**src/rtl/layered_objects_mux.sv**
```systemverilog
// rtl/layered_objects_mux.sv - two-stage priority mux over LAYERS object layers
// with colour-key transparency, per-layer blink, and per-pixel/per-frame collision flags.
module layered_objects_mux #(
  parameter int                 LAYERS       = 8,
  parameter int                 COLOR_W      = 8,
  parameter logic [COLOR_W-1:0] TRANSPARENT  = {COLOR_W{1'b1}},
  parameter int                 BLINK_PERIOD = 16,
  parameter int                 CNT_W        = 5
) (
  input  logic                            clk,
  input  logic                            resetN,
  input  logic [LAYERS-1:0]               layersDR,
  input  logic [LAYERS-1:0][COLOR_W-1:0]  layersRGB,
  input  logic [COLOR_W-1:0]              backGroundRGB,
  input  logic [LAYERS-1:0]               layerEnable,
  input  logic [LAYERS-1:0]               layerBlink,
  input  logic                            startOfFrame,
  output logic [COLOR_W-1:0]              RGBOut,
  output logic                            pixelCollision,
  output logic [LAYERS-1:0]               frameCollisions,
  output logic                            blinkPhase
);

  localparam logic [CNT_W-1:0]  CNT_LAST = CNT_W'(BLINK_PERIOD - 1);
  localparam logic [CNT_W-1:0]  CNT_ONE  = CNT_W'(1);
  localparam logic [LAYERS-1:0] EFF_ONE  = LAYERS'(1);

  logic [LAYERS-1:0]              w_eff;
  logic                           w_multi;
  logic [COLOR_W-1:0]             w_sel;
  logic [LAYERS-1:0]              w_hit;

  logic [LAYERS-1:0]              r_eff;
  logic [LAYERS-1:0][COLOR_W-1:0] r_rgb;
  logic [COLOR_W-1:0]             r_bg;
  logic                           r_multi;
  logic [LAYERS-1:0]              r_acc;
  logic [CNT_W-1:0]               r_cnt;
  logic                           r_blink;

  always_comb begin
    w_eff = '0;
    for (int i = 0; i < LAYERS; i++) begin
      w_eff[i] = layersDR[i] & layerEnable[i] & ~(layerBlink[i] & r_blink)
                 & (layersRGB[i] != TRANSPARENT);
    end
    // clearing the lowest set bit leaves something only if two or more bits were set
    w_multi = (w_eff & (w_eff - EFF_ONE)) != '0;
  end

  always_comb begin
    w_sel = r_bg;
    for (int i = LAYERS - 1; i >= 0; i--) begin
      if (r_eff[i]) w_sel = r_rgb[i];
    end
    w_hit = r_multi ? r_eff : '0;
  end

  always_ff @(posedge clk) begin
    if (!resetN) begin
      r_eff           <= '0;
      r_rgb           <= '0;
      r_bg            <= '0;
      r_multi         <= 1'b0;
      r_acc           <= '0;
      r_cnt           <= '0;
      r_blink         <= 1'b0;
      RGBOut          <= '0;
      pixelCollision  <= 1'b0;
      frameCollisions <= '0;
    end else begin
      r_eff          <= w_eff;
      r_rgb          <= layersRGB;
      r_bg           <= backGroundRGB;
      r_multi        <= w_multi;
      RGBOut         <= w_sel;
      pixelCollision <= r_multi;
      // the stage-1 pixel is the last of the closing frame, so it is merged into the report
      if (startOfFrame) begin
        frameCollisions <= r_acc | w_hit;
        r_acc           <= '0;
        if (r_cnt == CNT_LAST) begin
          r_cnt   <= '0;
          r_blink <= ~r_blink;
        end else begin
          r_cnt <= r_cnt + CNT_ONE;
        end
      end else begin
        r_acc <= r_acc | w_hit;
      end
    end
  end

  assign blinkPhase = r_blink;

endmodule

```
**config.mk**
```make
export PLATFORM = sky130hd
export DESIGN_NAME = layered_objects_mux
export DESIGN_NICKNAME = d
export VERILOG_FILES = /design/src/rtl/layered_objects_mux.sv
export SDC_FILE = /design/constraint.sdc
export NUM_CORES = 1
export LEC_CHECK = 0
export CAP_MARGIN = 10
export CORE_AREA = 4 4 121 123
export DETAILED_ROUTE_END_ITERATION = 10
export DIE_AREA = 0 0 125 127
export GPL_TIMING_DRIVEN = 1
export HOLD_SLACK_MARGIN = 0.08
export SLEW_MARGIN = 20
export SYNTH_ARGS = -nofsm -noshare
export SYNTH_HDL_FRONTEND = slang
export SYNTH_SLANG_ARGS = --single-unit
```
**constraint.sdc**
```tcl
create_clock -name clk -period 2.8 [get_ports clk]
set_input_delay 0.56 -clock clk [delete_from_list [all_inputs] [get_ports clk]]
set_output_delay 0.56 -clock clk [all_outputs]
set_load 0.05 [all_outputs]
```
==> metrics.yaml <==
floorplanning:
  start_util_pct: 31.22
  die_h_um: 127
  io_pins: 117
  die-area_mm2: 0.01588
  coreArea_mm2: 0.01367
  rows: 43
  die_x_um: 125
power_and_ir_drop:
  p_leak_nw: 2.187
  vdd_drop_max_mv: 0.2902
  power.density_mw_per_mm2: 613.3
grt:
  grt_overflow_total: 0
  grt_start_max_net_pins: 47
  antenna_found_initial: 0
  grtUsageTotal_pct: 13.85
  grt_pass1_vias: 3396
  grt_pass1_wl_mm: 17.10
clocking:
  path_clk_slew_ns: 0.07
  cts_setup_buffers: 0
  cts_resized: 0
  cts_tree: "yes"
  clock-root-buffer: "clkbuf_16"
  htreeDepth: 3
  clk_path_buf_depth: 2
  clk-insertion-delay-late_ns: 0.35
  cts_buffers: 9
  cts_hold_buf: 0
  cts_sinks: 112
setup_path:
  end_kind: "output pin"
  critPathLaunchType: "register"
  crit_type: "register to output pin"
  critPathTopFamily: "buffers and inverters"
  arrival_ns: 1.53
  critPathMaxFanout: 2
  cp.required_ns: 2.24
  worstPathCellList: "clkdlybuf4s50_1"
  slowest_stage: "clkdlybuf4s50_1"
  crit_path_max_incr_delay_ns: 0.84
  crit_buf_inv: 1
yosys:
  yosysSeqAreaShare_pct: 52.55
  yosysUniqueCellTypes: 35
  synth_seq_cells: 112
  syn_avg_cell_area_um2: 10.18
  synthCells: 419
  syn_area_mm2: 0.004267
  synth_nets: 519
  yosys_warnings: 0
sta:
  rsz0062_at_grt: "false"
  fin_skew_ns: 0.008693
  setup_viol: 0
  period_needed_ns: 2.094
  relSlewSlack_pct: 48.60
  worst_slew_pin_slew_ns: 0.7699
  slew_violations: 0
  post-route-period-util_pct: 74.78
  holdWs_ns: 0.4584
  hold_viol: 0
  fmax_mhz: 477.6
  fin_setup_tns_ns: 0
placed_design:
  place.gp.congestion: 0.8325
  numPortBuffers: 116
  placedCellCount: 691
  hpwlAfterDp_mm: 8.223
drt:
  dr_wl_met2_mm: 5.352
  met3RoutedLength_um: 554
  viasPerCell: 4.627
  dr.pass1.iters: 4
  highest_layer: "met4"
  drc: 0
  wl_met1_mm: 4.873
  wire_per_inst_um: 15.36
  ant_nets: 0
  drtIter0Drc: 135
  wirelength_mm: 10.84
  vias: 3267
final_layout:
  layout.nets: 622
  regArea_mm2: 0.002242
  areaGrowthSynthToFinish_pct: 36.63
  fillers: 1318
  layoutNonFillerInstCount: 706
  multi_input_area_mm2: 0.001759
  layout-drive-gt1-share_pct: 8.365
  antennaDiodeCount: 0
job:
  maxCapViolCount: 0
outcome:
  status: "completed"
min_path:
  hold_class: "register to register"
layout make-up:
class | instances | share of cell area (%)
tap | 180 | 3.863
sequential | 112 | 38.46
timing repair buffer | 120 | 20.35
inverter | 19 | 1.674
multi-input combinational | 260 | 30.18
clock inverter | 4 | 1.309
clock buffer | 11 | 4.164
synth_stat cells, drive strengths merged:
library cell	instances	area share [%]
bufinv	1	0.70
nand4	18	2.6
nand2	30	2.6
dlygate4sd1	1	0.21
and2	73	11
clkbuf	15	1.3
a31oi	1	0.15
a21oi	29	3.4
mux2i	1	0.23
nand2b	3	0.44
o21ai	1	0.12
or2b	7	1.2
a221oi	8	2.8
a41oi	1	0.21
dfxtp	112	53
o2111ai	8	1.6
o211ai	10	2.7
inv	18	1.6
nor2b	1	0.15
o31ai	1	0.18
xor2	2	0.41
nor2	29	2.6
buf	12	2.4
o221a	8	2.1
ha	1	0.29
a221o	8	1.9
o22ai	1	0.15
or3	1	0.15
mux2	8	2.8
nand3	2	0.23
a211oi	8	1.4
cell families after synthesis:
logic type / share of synthesized area (%)
and+or+nand+nor: 20.73
DFF: 52.55
AOI/OAI and AO/OA: 16.75
buffers and inverters: 6.217
muxes: 3.050
xor gates and xnor gates: 0.4106
adders and majority gates: 0.2932
worst paths after layout:
check,from,end,slack [ns],depth (start not counted)
setup / recovery,frameCollisions[4],frameCollisions[4],0.71,1
hold / removal,r_cnt[4],r_cnt[4],0.46,2
setup reg to reg,r_eff[7],RGBOut[3],0.87,5
hold reg to reg,r_cnt[4],r_cnt[4],0.46,2
report_power, final:
part | total [W] | leakage [nW] | internal (W) | switching [W]
Combinational | 0.000480 | 1.11 | 0.000263 | 0.000217
Clock | 0.00137 | 0.152 | 0.000807 | 0.000560
Sequential | 0.00173 | 0.928 | 0.00168 | 0.0000503
Total | 0.00357 | 2.19 | 0.00275 | 0.000828
cells in the final DEF, fill, tap and decap left out, drive strengths merged, types with 2 or more instances in the layout:
master and instances:
o211ai 10, a211oi 8, nand3 2, nand2b 3, nand4 18, mux2 8, a21oi 29, o221a 8
clkbuf 11, bufinv 3, clkdlybuf4s50 115, buf 5, xor2 2, nor2 29, and2 73, nand2 30
dfxtp 112, a221oi 8, a221o 8, o2111ai 8, inv 19, or2b 7
per-layer routing:
layer / up-vias / global-route usage [%]
met4: 0 / 4.018
met5: - / 0
met1: 1527 / 16.57
met2: 84 / 23.41
met3: 4 / 5.184
li1: 1652 / -
metrics by stage:
step / power, W / setup slack (ns) / area [µm²] / utilization, %
global route: 0.003733 / 0.6275 / 5829 / 42.66
detailed placement: 0.002251 / 0.3853 / 5510 / 40.32
CTS: 0.003629 / 0.6855 / 5829 / 42.66
finish: 0.003575 / 0.7061 / 5829 / 42.66
global placement: 0.002246 / 0.4374 / 5510 / 40.32
floorplan: 0.002011 / 1.056 / 4267 / -
flip-flops by register name (all words and copies together) (netlist names):
register / flops
r_rgb: 64
r_cnt: 5
r_eff: 8
r_acc: 8
blinkPhase: 1
pixelCollision: 1
r_bg: 8
frameCollisions: 8
r_multi: 1
RGBOut: 8
Note: power is estimated with default switching activity, not from simulation.
